### config.mk
export PLATFORM = sky130hd
export DESIGN_NAME = sparc_exu_ecc_pipe_flat
export DESIGN_NICKNAME = d
export VERILOG_FILES = /design/src/rtl/sparc_exu_ecc_pipe_if.sv /design/src/rtl/sparc_exu_ecc_pipe.sv /design/src/flat_wrapper.sv
export SDC_FILE = /design/constraint.sdc
export NUM_CORES = 1
export LEC_CHECK = 0
export CAP_MARGIN = 20
export CORE_MARGIN = 2
export CORE_UTILIZATION = 34
export DETAILED_ROUTE_END_ITERATION = 16
export PLACE_DENSITY_LB_ADDON = 0.1
export SLEW_MARGIN = 10
export SYNTH_ARGS = -nofsm -noshare
export SYNTH_HDL_FRONTEND = slang
export SYNTH_SLANG_ARGS = --single-unit
### constraint.sdc
create_clock -name clk -period 3.3 [get_ports clk]
set_input_delay 0.66 -clock clk [delete_from_list [all_inputs] [get_ports clk]]
set_output_delay 0.66 -clock clk [all_outputs]
set_load 0.01 [all_outputs]
### src/rtl/sparc_exu_ecc_pipe_if.sv
// ---------------------------------------------------------------------------
// sparc_exu_ecc_pipe_if
//   Bundles the op-side and result-side handshakes of the EXU SEC-DED engine.
//
//   Op side     : in_vld, in_rdy, in_mode (0=GEN, 1=CHK), in_data, in_chk,
//                 in_msk (XOR mask for generated check bits), in_tag
//   Result side : out_vld, out_rdy, out_chk (GEN: masked check bits,
//                 CHK: syndrome), out_ce, out_ue, out_tag
//
//   Modports
//     master : the producer of ops and the consumer of results (testbench / EXU)
//     slave  : the engine itself
// ---------------------------------------------------------------------------
interface sparc_exu_ecc_pipe_if #(
    parameter int DATA_W = 64,
    parameter int CHK_W  = 8,
    parameter int TAG_W  = 6
);
    logic              in_vld;
    logic              in_rdy;
    logic              in_mode;
    logic [DATA_W-1:0] in_data;
    logic [CHK_W-1:0]  in_chk;
    logic [CHK_W-1:0]  in_msk;
    logic [TAG_W-1:0]  in_tag;

    logic              out_vld;
    logic              out_rdy;
    logic [CHK_W-1:0]  out_chk;
    logic              out_ce;
    logic              out_ue;
    logic [TAG_W-1:0]  out_tag;

    modport master (
        output in_vld, in_mode, in_data, in_chk, in_msk, in_tag, out_rdy,
        input  in_rdy, out_vld, out_chk, out_ce, out_ue, out_tag
    );

    modport slave (
        input  in_vld, in_mode, in_data, in_chk, in_msk, in_tag, out_rdy,
        output in_rdy, out_vld, out_chk, out_ce, out_ue, out_tag
    );
endinterface

### src/rtl/sparc_exu_ecc_pipe.sv
// ---------------------------------------------------------------------------
// sparc_exu_ecc_pipe
//   Pipelined SEC-DED generator / checker for EXU register-file and bypass
//   data. GEN mode produces CHK_W check bits (XORed with a per-op mask for
//   error injection); CHK mode recomputes them against the received bits and
//   reports the syndrome with correctable / uncorrectable flags.
//
//   Ports
//     clk    : clock
//     rst_l  : synchronous active-low reset
//     se     : scan enable, functionally inert
//     bus    : sparc_exu_ecc_pipe_if.slave (op and result handshakes)
//
//   Handshake: a transfer happens on a rising edge where both vld and rdy are
//   high; vld never depends on rdy, in_rdy depends combinationally only on
//   pipeline state and out_rdy, and a presented result (out_*) stays stable
//   until it is taken.
//
//   STAGES=2 : stage 1 registers per-group partial XORs; the output stage
//              reduces them and registers the result.
//   STAGES=1 : the output stage computes everything from the op directly.
// ---------------------------------------------------------------------------
module sparc_exu_ecc_pipe #(
    parameter int DATA_W = 64,
    parameter int CHK_W  = 8,
    parameter int STAGES = 2,
    parameter int GRP_W  = 8,
    parameter int TAG_W  = 6
) (
    input  logic                 clk,
    input  logic                 rst_l,
    input  logic                 se,
    sparc_exu_ecc_pipe_if.slave  bus
);
    localparam int LW = CHK_W - 1;                     // Hamming (low) check bits
    localparam int NG = (DATA_W + GRP_W - 1) / GRP_W;  // partial-XOR groups

    // Codeword position of data bit i: the i-th integer >= 3 that is not a
    // power of two (powers of two are the check-bit slots).
    function automatic int pos_of(input int i);
        int n;
        int r;
        n = 0;
        r = 0;
        for (int p = 3; p < (1 << CHK_W); p++) begin
            if ((p & (p - 1)) != 0) begin
                if (n == i) r = p;
                n++;
            end
        end
        return r;
    endfunction

    // Data bits that feed low check bit j.
    function automatic logic [DATA_W-1:0] col_mask(input int j);
        logic [DATA_W-1:0] m;
        for (int i = 0; i < DATA_W; i++) m[i] = ((pos_of(i) >> j) & 1) != 0;
        return m;
    endfunction

    // Data bits belonging to partial-XOR group g.
    function automatic logic [DATA_W-1:0] grp_mask(input int g);
        logic [DATA_W-1:0] m;
        for (int i = 0; i < DATA_W; i++) m[i] = (i / GRP_W) == g;
        return m;
    endfunction

    // Scan enable has no functional role in this block.
    logic unused_se;
    assign unused_se = se;

    // ---------------------------------------------------------------------
    // Front end: partial XORs of the incoming data word
    // ---------------------------------------------------------------------
    logic [LW-1:0][NG-1:0] f_part;
    logic [NG-1:0]         f_par;

    for (genvar j = 0; j < LW; j++) begin : g_col
        localparam logic [DATA_W-1:0] CMASK = col_mask(j);
        for (genvar g = 0; g < NG; g++) begin : g_grp
            localparam logic [DATA_W-1:0] GMASK = grp_mask(g);
            assign f_part[j][g] = ^(bus.in_data & CMASK & GMASK);
        end
    end

    for (genvar g = 0; g < NG; g++) begin : g_par
        localparam logic [DATA_W-1:0] PMASK = grp_mask(g);
        assign f_par[g] = ^(bus.in_data & PMASK);
    end

    // ---------------------------------------------------------------------
    // Payload seen by the output stage, and pipeline control
    // ---------------------------------------------------------------------
    logic [LW-1:0][NG-1:0] b_part;
    logic [NG-1:0]         b_par;
    logic                  b_mode;
    logic [CHK_W-1:0]      b_chk;
    logic [CHK_W-1:0]      b_msk;
    logic [TAG_W-1:0]      b_tag;
    logic                  src_vld;   // output stage has something to load
    logic                  in_rdy_c;
    logic                  out_ld;    // output register empty or being taken

    logic                  out_vld_q;
    logic [CHK_W-1:0]      out_chk_q;
    logic                  out_ce_q;
    logic                  out_ue_q;
    logic [TAG_W-1:0]      out_tag_q;

    assign out_ld = ~out_vld_q | bus.out_rdy;

    if (STAGES == 2) begin : g_two
        logic                  s1_vld;
        logic                  s1_adv;
        logic [LW-1:0][NG-1:0] s1_part;
        logic [NG-1:0]         s1_par;
        logic                  s1_mode;
        logic [CHK_W-1:0]      s1_chk;
        logic [CHK_W-1:0]      s1_msk;
        logic [TAG_W-1:0]      s1_tag;

        assign s1_adv   = s1_vld & out_ld;
        assign in_rdy_c = ~s1_vld | s1_adv;

        always_ff @(posedge clk) begin
            if (!rst_l) begin
                s1_vld  <= 1'b0;
                s1_part <= '0;
                s1_par  <= '0;
                s1_mode <= 1'b0;
                s1_chk  <= '0;
                s1_msk  <= '0;
                s1_tag  <= '0;
            end else if (in_rdy_c) begin
                s1_vld <= bus.in_vld;
                if (bus.in_vld) begin
                    s1_part <= f_part;
                    s1_par  <= f_par;
                    s1_mode <= bus.in_mode;
                    s1_chk  <= bus.in_chk;
                    s1_msk  <= bus.in_msk;
                    s1_tag  <= bus.in_tag;
                end
            end
        end

        assign src_vld = s1_vld;
        assign b_part  = s1_part;
        assign b_par   = s1_par;
        assign b_mode  = s1_mode;
        assign b_chk   = s1_chk;
        assign b_msk   = s1_msk;
        assign b_tag   = s1_tag;
    end else begin : g_one
        // The output register is the only stage, so it is the accepting one.
        assign in_rdy_c = out_ld;
        assign src_vld  = bus.in_vld;
        assign b_part   = f_part;
        assign b_par    = f_par;
        assign b_mode   = bus.in_mode;
        assign b_chk    = bus.in_chk;
        assign b_msk    = bus.in_msk;
        assign b_tag    = bus.in_tag;
    end

    // ---------------------------------------------------------------------
    // Reduce and decode
    // ---------------------------------------------------------------------
    logic [LW-1:0]    g_low;
    logic [LW-1:0]    s_low;
    logic             dpar;
    logic             s_top;
    logic [CHK_W-1:0] r_chk;
    logic             r_ce;
    logic             r_ue;

    always_comb begin
        g_low = '0;
        for (int j = 0; j < LW; j++) g_low[j] = ^b_part[j];
        dpar  = ^b_par;
        s_low = '0;
        s_top = 1'b0;
        r_chk = '0;
        r_ce  = 1'b0;
        r_ue  = 1'b0;
        if (b_mode) begin
            // Overall-parity bit of the syndrome spans data and every received
            // check bit, so a single flip anywhere sets it.
            s_low = g_low ^ b_chk[LW-1:0];
            s_top = dpar ^ (^b_chk);
            r_chk = {s_top, s_low};
            r_ce  = s_top;
            r_ue  = ~s_top & (|s_low);
        end else begin
            r_chk = {dpar ^ (^g_low), g_low} ^ b_msk;
        end
    end

    // ---------------------------------------------------------------------
    // Output register: loads only when empty or being consumed, so a stalled
    // result holds its value.
    // ---------------------------------------------------------------------
    always_ff @(posedge clk) begin
        if (!rst_l) begin
            out_vld_q <= 1'b0;
            out_chk_q <= '0;
            out_ce_q  <= 1'b0;
            out_ue_q  <= 1'b0;
            out_tag_q <= '0;
        end else if (out_ld) begin
            out_vld_q <= src_vld;
            if (src_vld) begin
                out_chk_q <= r_chk;
                out_ce_q  <= r_ce;
                out_ue_q  <= r_ue;
                out_tag_q <= b_tag;
            end
        end
    end

    assign bus.in_rdy  = in_rdy_c;
    assign bus.out_vld = out_vld_q;
    assign bus.out_chk = out_chk_q;
    assign bus.out_ce  = out_ce_q;
    assign bus.out_ue  = out_ue_q;
    assign bus.out_tag = out_tag_q;
endmodule

### src/flat_wrapper.sv
// flat-port wrapper written by rule: the top's interface ports become plain ports
module sparc_exu_ecc_pipe_flat 
#(
    parameter int DATA_W = 64,
    parameter int CHK_W  = 8,
    parameter int STAGES = 2,
    parameter int GRP_W  = 8,
    parameter int TAG_W  = 6
)
  (clk, rst_l, se, bus_in_vld, bus_in_mode, bus_in_data, bus_in_chk, bus_in_msk, bus_in_tag, bus_out_rdy, bus_in_rdy, bus_out_vld, bus_out_chk, bus_out_ce, bus_out_ue, bus_out_tag);
  sparc_exu_ecc_pipe_if #(.DATA_W(DATA_W), .CHK_W(CHK_W), .TAG_W(TAG_W)) bus_i ();
  input  logic clk;
  input  logic rst_l;
  input  logic se;
  input wire logic [$bits(bus_i.in_vld)-1:0] bus_in_vld;
  input wire logic [$bits(bus_i.in_mode)-1:0] bus_in_mode;
  input wire logic [$bits(bus_i.in_data)-1:0] bus_in_data;
  input wire logic [$bits(bus_i.in_chk)-1:0] bus_in_chk;
  input wire logic [$bits(bus_i.in_msk)-1:0] bus_in_msk;
  input wire logic [$bits(bus_i.in_tag)-1:0] bus_in_tag;
  input wire logic [$bits(bus_i.out_rdy)-1:0] bus_out_rdy;
  output wire logic [$bits(bus_i.in_rdy)-1:0] bus_in_rdy;
  output wire logic [$bits(bus_i.out_vld)-1:0] bus_out_vld;
  output wire logic [$bits(bus_i.out_chk)-1:0] bus_out_chk;
  output wire logic [$bits(bus_i.out_ce)-1:0] bus_out_ce;
  output wire logic [$bits(bus_i.out_ue)-1:0] bus_out_ue;
  output wire logic [$bits(bus_i.out_tag)-1:0] bus_out_tag;
  assign bus_i.in_vld = bus_in_vld;
  assign bus_i.in_mode = bus_in_mode;
  assign bus_i.in_data = bus_in_data;
  assign bus_i.in_chk = bus_in_chk;
  assign bus_i.in_msk = bus_in_msk;
  assign bus_i.in_tag = bus_in_tag;
  assign bus_i.out_rdy = bus_out_rdy;
  assign bus_in_rdy = bus_i.in_rdy;
  assign bus_out_vld = bus_i.out_vld;
  assign bus_out_chk = bus_i.out_chk;
  assign bus_out_ce = bus_i.out_ce;
  assign bus_out_ue = bus_i.out_ue;
  assign bus_out_tag = bus_i.out_tag;
  sparc_exu_ecc_pipe #(.DATA_W(DATA_W), .CHK_W(CHK_W), .STAGES(STAGES), .GRP_W(GRP_W), .TAG_W(TAG_W)) u_core (.clk(clk), .rst_l(rst_l), .se(se), .bus(bus_i));
endmodule
; ---- Word level (Yosys, flattened, before mapping)
; Cells that the tools add are included.
[totals]
memories = 0
latch_bits = 0
ff_bits = 93
out_inout_bits = 18
ramBits = 0
elab_cells = 89
romBits = 0
[op_classes]
multipliers = 0
reduce_logical = 57
div_mod_pow = 0
order_cmp = 0
add_sub_neg = 0
n_eq_ne = 0
n_bitwise = 11
n_shift = 0
n_mux = 3
[op_table]
columns = cell, count
row1 = XOR reduction 64 bit, 44
row2 = XOR reduction 8 bit, 9
row3 = 2-to-1 mux 8 bit, 1
row4 = XOR 8 bit, 1
row5 = OR reduction 7 bit, 1
row6 = XOR reduction 7 bit, 1
row7 = XOR 7 bit, 1
row8 = AND reduction 2 bit, 2
row9 = inverter 1 bit, 3
row10 = AND 1 bit, 2
row11 = 2-to-1 mux 1 bit, 2
row12 = bitwise OR 1 bit, 2
row13 = XOR 1 bit, 2

; ---- Longest topological paths before layout
; Gate-level depths: netlist (run 1).
[logic_depth]
depth_word = 5
mapped_depth = 7

; ---- Worst setup path after synthesis (run 1)
; Ideal clock, no wire load.
[synth_path]
path_type = register to register
start = register u_core.g_two.s1_par[6] (netlist: u_core.b_par[6])
end = register u_core.out_chk_q[7] (netlist: u_core.bus.out_chk[7])
required_time_ps = 3231
setup_slack_ps = 1229
stages_incl_launch_ff = 7
setup_ps = 69
arrival_time_ps = 2002
synth_period_minus_slack_ps = 2071
path_cell_list = dfxtp_1 xnor2_2 xnor3_2 xnor2_2 xnor3_1 xnor3_1 o21ai_1
[synth_via]
elab_chain_cells = 4
elab_cells_between_ends = 5
[synth_lines]
columns = item, line_no
row1 = start: declaration, sparc_exu_ecc_pipe.sv:116  ; logic [NG-1:0] s1_par;
row2 = start signal: assignment, sparc_exu_ecc_pipe.sv:138  ; s1_par <= f_par;
row3 = XOR reduction 8 bit (*), sparc_exu_ecc_pipe.sv:180  ; dpar = ^b_par;
row4 = XOR 1 bit, sparc_exu_ecc_pipe.sv:195  ; r_chk = {dpar ^ (^g_low), g_low} ^ b_msk;
row5 = XOR 8 bit, sparc_exu_ecc_pipe.sv:195
row6 = 2-to-1 mux 8 bit (*), sparc_exu_ecc_pipe.sv:186  ; if (b_mode) begin
row7 = end signal: assignment, sparc_exu_ecc_pipe.sv:213  ; out_chk_q <= r_chk;
row8 = end: declaration, sparc_exu_ecc_pipe.sv:105  ; logic [CHK_W-1:0] out_chk_q;
; Mark *: on every way between the ends. The rest lies on a longest branch, timed or not.
; A chain may end at the register's enable or synchronous reset.

; ---- Worst setup path after layout (run 1)
[layout_path]
start = input port bus_out_rdy
end = output port bus_in_rdy
[layout_via]
elab_chain_cells = 3
[layout_lines]
columns = item, line_no
row1 = start: declaration, flat_wrapper.sv:21  ; input wire logic [$bits(bus_i.out_rdy)-1:0] bus_out_rdy;
row2 = bitwise OR 1 bit, sparc_exu_ecc_pipe.sv:110  ; assign out_ld = ~out_vld_q | bus.out_rdy;
row3 = AND 1 bit, sparc_exu_ecc_pipe.sv:122  ; assign s1_adv = s1_vld & out_ld;
row4 = bitwise OR 1 bit, sparc_exu_ecc_pipe.sv:123  ; assign in_rdy_c = ~s1_vld | s1_adv;
row5 = end: declaration, flat_wrapper.sv:22  ; output wire logic [$bits(bus_i.in_rdy)-1:0] bus_in_rdy;
; Every way passes these cells.

==> results.sh, run 1 <==
export IMPL_avgSynthCellArea_sq_um=9.28
export IMPL_clock_latency_ps=340
export IMPL_yosys_area_top_type="dfxtp_1"
export IMPL_drive_gt1_share_pct=4.46
export IMPL_outcome="completed"
export IMPL_area_growth_pct=31.4
export IMPL_htreeDepth=3
export IMPL_antenna_left=0
export IMPL_yosysMostFrequentCell="xnor2_1"
export IMPL_setup_viol=0
export IMPL_end_kind="primary output"
export IMPL_p_per_area_nw_per_um2=565
export IMPL_drt_pre_antenna_iters=4
export IMPL_placed_cell_area_sq_um=6120
export IMPL_fp_dieH_microns=124
export IMPL_grt_pass1_vias=3688
export IMPL_hpwl_mm=8.49
export IMPL_skew_ps=7.03
export IMPL_place_congestion=0.782
export IMPL_drt_iter0_markers=191
export IMPL_grt_pass1_wl_mm=18.2
export IMPL_synth_simple_gate_area_share_pct=13.3
export IMPL_num_vias=3749
export IMPL_synthesis_nets=618
export IMPL_yosysWarnings=0
export IMPL_async_flop_share_pct=0
export IMPL_clk_pin_slew_worst_paths_ps=60
export IMPL_ioPinCount=110
export IMPL_initial_core_util_pct=35.0
export IMPL_antenna_cells=0
export IMPL_slew_violations=0
export IMPL_leakage_nw=2.55
export IMPL_synth_compound_area_share_pct=13.4
export IMPL_r2r_start="u_core.b_par[6]"
export IMPL_die_w_microns=124
export IMPL_synthCells=526
export IMPL_viasPerCell=4.64
export IMPL_ctsResizeCount=0
export IMPL_synth_top_family_by_area="XOR/XNOR gates"
export IMPL_tritoncts="yes"
export IMPL_r2r_setup_slack_ps=1020
export IMPL_grt_start_max_net_pins=54
export IMPL_hold_buffers=0
export IMPL_finalSetupTns_ps=0
export IMPL_pre_cts_ws_ps=689
export IMPL_ys_flop_type="dfxtp_1"
export IMPL_holdCritStartpoint="u_core.b_tag[2]"
export IMPL_min_path_type="reg -> reg"
export IMPL_wl_per_cell_microns=14.0
export IMPL_clock_path_buffers=2
export IMPL_cp_start_kind="primary input"
export IMPL_grtUsageTotal_pct=15.4
export IMPL_synth_area_top_cells="dfxtp_1 35%, xnor2_1 24%, nand2_1 9.2%"
export IMPL_crit_top_cell="clkdlybuf4s50_1"
export IMPL_antenna_found_initial=0
export IMPL_crit_path_start="bus_out_rdy"
export IMPL_yosys_area_share_adder_pct=0
export IMPL_period_minus_slack_ps=2630
export IMPL_cts_made_buffers=9
export IMPL_total_power_mw=3.63
export IMPL_r2r_cells=6
export IMPL_slowest_delay_ps=500
export IMPL_synth_edf_count=0
export IMPL_period_share_pct=79.6
export IMPL_fin_nets=715
export IMPL_worstMarginPinSlew_ps=597
export IMPL_rsz0062_at_grt="false"
export IMPL_fmax_ghz=0.381
export IMPL_cts_sinks=85
export IMPL_row_count=43
export IMPL_ys_types=29
export IMPL_synthMuxAreaShare_pct=1.44
export IMPL_synth_top_area_share_pct=34.9
export IMPL_min_to="u_core.bus.out_tag[2]"
export IMPL_synth_xor_area_share_pct=34.5
export IMPL_cts_root_buf="clkbuf_16"
export IMPL_holdPathStages=2
export IMPL_post_cts_buffers=0
export IMPL_seq_area_frac_synth_pct=34.9
export IMPL_synth_area_sq_um=4880
export IMPL_crit_chain="clkdlybuf4s50_1 > nor2b_1 > nand2_1 > clkdlybuf4s50_1"
export IMPL_drc=0
export IMPL_final_cells=808
export IMPL_crit_required_ps=2640
export IMPL_hold_viol=0
export IMPL_core_sq_um=13900
export IMPL_r2r_end="u_core.bus.out_chk[7]"
export IMPL_drv_cap=0
export IMPL_dieArea_sq_um=15300
export IMPL_max_slew_margin_pct=60.1
export IMPL_overflow=0
export IMPL_dp_cells=792
export IMPL_design_area_sq_um=6410
export IMPL_cp_slowest_cell="clkdlybuf4s50_1"
export IMPL_path_max_fanout=5
export IMPL_path_class="in -> out"
export IMPL_synth_seq_cells=85
export IMPL_ir_drop_mv=0.293
export IMPL_crit_arrival_ps=1970
export IMPL_synthTopCellsByCount="132 x xnor2_1, 120 x nand2_1, 85 x dfxtp_1"
export IMPL_setup_ws_ps=674
export IMPL_port_buffers=108
export IMPL_wl_mm=11.3
==> worst max path at each step <==
stage                       endpoint  slack, ps
3_3_place_gp              bus_in_rdy        720
2_1_floorplan  u_core.bus.out_chk[7]       1230
4_1_cts                   bus_in_rdy        680
6_report                  bus_in_rdy        670
5_1_grt                   bus_in_rdy        580
3_5_place_dp              bus_in_rdy        690
==> state kept, by name, indices dropped and copies added, names as in the netlist <==
name	count
u_core.b_chk	8
u_core.b_mode	1
u_core.b_part	36
u_core.bus.out_ce	1
u_core.g_two.s1_vld	1
u_core.b_tag	6
u_core.bus.out_vld	1
u_core.b_par	8
u_core.bus.out_chk	8
u_core.b_msk	8
u_core.bus.out_ue	1
u_core.bus.out_tag	6
==> kinds of logic (layout without fill, tap and decap cells) <==
kind of cell,count (synthesis),in the layout
buffers and inverters,27,129
XOR/XNOR,170,170
AND/OR/NAND/NOR,155,155
AO/OA/AOI/OAI,82,82
multiplexers,7,7
flip-flops,85,85
==> per-layer routing <==
| layer | track usage (%) | part of all wire (%) | up-vias |
|---|---|---|---|
| met3 | 3.30 | 4.7 | 10 |
| met1 | 20.1 | 47 | 1752 |
| met4 | 3.62 | 1.0 | 0 |
| met2 | 26.2 | 47 | 81 |
| li1 | - | - | 1906 |
| met5 | 0 | 0 | - |
==> power breakdown <==
part	leakage (nW)	internal (mW)	switching, mW
registers	0.701	1.12	0.0773
clock network	0.135	0.554	0.414
logic	1.72	0.850	0.607
total	2.55	2.53	1.10
==> worst max-delay path: cells and delay by family <==
kind,cells,cell delay (ps)
simple gates,2,400
buf+inv,2,910
==> per-stage QoR <==
stage,hold slack [ps],util [%]
after floorplan,431,-
after global placement,434,43.9
after detailed placement,445,43.9
after CTS,454,46.0
after global routing,472,46.0
final,451,46.0
==> cells in the final DEF, fill, tap and decap left out, drive strengths merged, types with 2 or more instances in the layout <==
cell type | synthesis | layout
a21boi | 39 | 39
and2 | 13 | 13
buf | 1 | 6
clkbuf | 26 | 12
clkdlybuf4s50 | 0 | 107
clkinv | 0 | 2
clkinvlp | 0 | 2
dfxtp | 85 | 85
mux2i | 7 | 7
nand2 | 120 | 120
nor2 | 10 | 10
nor2b | 3 | 3
nor3b | 5 | 5
o211a | 27 | 27
o21ai | 12 | 12
xnor2 | 136 | 136
xnor3 | 11 | 11
xor2 | 23 | 23
==> area by class of cell <==
cell class,count,area [sq um]
timing repair buffer,113,1140
clock inverter,4,32.5
clock buffer,12,256
tap,180,225
sequential,85,1700
multi-input combinational,414,3060
fill,1371,7520
Power figures use the tool's default switching activity.
==> run 2: changes to the inputs <==
clock period = 2.4 ns   (was 3.3 ns; I/O delays follow)
==> run 2 against run 1 <==
  * Combinational power rose by 39%
  * Utilization rose by 0.62 points
  * Final area rose by 1.3%
  * First-iteration DRC count fell by 20%
  * Clock skew fell by 0.82 ps
  * Sequential share of layout area fell by 0.35 points
  * Hold slack got worse by 1.5 ps
  * Critical endpoint unchanged
  * Largest cell class unchanged
  * Largest power group unchanged
  * Highest routed layer unchanged
==> results.sh, run 2 (synthesis gave the netlist of run 1 again) <==
export IMPL_antenna_cells=0
export IMPL_min_path_type="reg -> reg"
export IMPL_total_power_mw=5.26
export IMPL_grt_pass1_wl_mm=17.9
export IMPL_ctsResizeCount=0
export IMPL_end_kind="primary output"
export IMPL_port_buffers=108
export IMPL_overflow=0
export IMPL_htreeDepth=3
export IMPL_fp_dieH_microns=124
export IMPL_cts_sinks=85
export IMPL_skew_ps=6.21
export IMPL_wl_mm=10.8
export IMPL_fin_nets=718
export IMPL_initial_core_util_pct=35.0
export IMPL_worstMarginPinSlew_ps=595
export IMPL_max_slew_margin_pct=60.4
export IMPL_slowest_delay_ps=500
export IMPL_drv_cap=0
export IMPL_dieArea_sq_um=15300
export IMPL_drt_iter0_markers=153
export IMPL_antenna_left=0
export IMPL_crit_top_cell="clkdlybuf4s50_1"
export IMPL_post_cts_buffers=0
export IMPL_crit_arrival_ps=1760
export IMPL_cp_num_buf_inv=2
export IMPL_finalSetupTns_ps=0
export IMPL_nFillCells=1348
export IMPL_timing_hold_ws_ps=450
export IMPL_ir_drop_mv=0.426
export IMPL_clk_pin_slew_worst_paths_ps=60
export IMPL_drc=0
export IMPL_cp_start_kind="primary input"
export IMPL_design_area_sq_um=6500
export IMPL_drive_gt1_share_pct=4.91
export IMPL_cp_top_family="buffers and inverters"
export IMPL_num_vias=3706
export IMPL_clock_path_buffers=2
export IMPL_post_route_util_pct=46.6
export IMPL_core_sq_um=13900
export IMPL_period_share_pct=93.5
export IMPL_ioPinCount=110
export IMPL_path_class="in -> out"
export IMPL_viasPerCell=4.57
export IMPL_slew_violations=0
export IMPL_place_congestion=0.736
export IMPL_hpwl_mm=8.19
export IMPL_drt_pre_antenna_iters=4
export IMPL_cp_slowest_cell="clkdlybuf4s50_1"
export IMPL_die_w_microns=124
export IMPL_period_minus_slack_ps=2240
export IMPL_crit_path_start="bus_out_rdy"
export IMPL_grt_start_max_net_pins=56
export IMPL_grt_pass1_vias=3722
export IMPL_crit_required_ps=1920
export IMPL_final_common_cell="xnor2_1"
export IMPL_path_max_fanout=5
export IMPL_wl_per_cell_microns=13.3
export IMPL_cts_made_buffers=9
export IMPL_outcome="completed"
export IMPL_crit_chain="clkdlybuf4s50_1 > nor2b_1 > nand2_1 > clkdlybuf4s50_1"
export IMPL_holdCritStartpoint="u_core.b_tag[0]"
export IMPL_leakage_nw=2.60
export IMPL_row_count=43
export IMPL_rsz0062_at_grt="false"
export IMPL_r2r_start="u_core.b_par[6]"
export IMPL_hold_viol=0
export IMPL_mostFrequentLayoutCells="132 x xnor2_1, 120 x nand2_1, 107 x clkdlybuf4s50_1"
export IMPL_area_growth_pct=33.1
export IMPL_placed_cell_area_sq_um=6160
export IMPL_setup_viol=0
export IMPL_tritoncts="yes"
export IMPL_cts_root_buf="clkbuf_16"
export IMPL_fmax_ghz=0.446
export IMPL_p_per_area_nw_per_um2=810
export IMPL_antenna_found_initial=0
export IMPL_clock_latency_ps=340
export IMPL_grtUsageTotal_pct=14.9
export IMPL_hold_buffers=0
export IMPL_largest_reg_flops=36
## run 2: changes by cell type in the layout (fill, tap and decap cells not counted)
| cell | change |
|---|---|
| buf_4 | +2 |
| clkinv_2 | +1 |
| buf_12 | +1 |
| bufinv_16 | +3 |
| clkbuf_8 | -2 |
| clkinvlp_4 | -1 |
| clkinv_4 | -1 |
## run 2: per-layer routing
metal,GRT usage [%],share of wire [%]
met5,0,0
met4,4.47,1.2
met3,2.34,4.2
met2,24.5,45
met1,20.2,49
## run 2: stage by stage
| stage | setup slack (ps) | instances |
|---|---|---|
| after global routing | 53.8 | 811 |
| after CTS | 162 | 811 |
| after detailed placement | 173 | 795 |
| after floorplan | 329 | 526 |
| final | 157 | 811 |
| after global placement | 181 | 795 |
## run 2: cell type report
type                            instances  area [sq um]  area share, %
Multi-Input combinational cell        414          3060           47.1
Sequential cell                        85          1700           26.2
Timing Repair Buffer                  116          1170           18.1
Clock buffer                           10           229           3.52
Tap cell                              180           225           3.47
Clock inverter                          6           111           1.71
## run 2: path summary, 6_finish.rpt
path                            slack, ps                     to  depth (start not counted)
worst min-delay path                  450  u_core.bus.out_tag[0]                          2
worst max register to register        200  u_core.bus.out_chk[7]                          6
worst max-delay path                  160             bus_in_rdy                          4
worst min register to register        450  u_core.bus.out_tag[0]                          2
## run 2: report_power, final
part | internal, mW | total (mW) | switching [mW]
sequential | 1.54 | 1.65 | 0.104
clock | 1.02 | 1.58 | 0.566
combinational | 1.21 | 2.03 | 0.825
## run 2: worst reg2reg max path, delay by kind of cell (launching register included)
kind / cells / cell delay, ps
xor+xnor: 5 / 1670
compound gates: 1 / 130
flops: 1 / 340
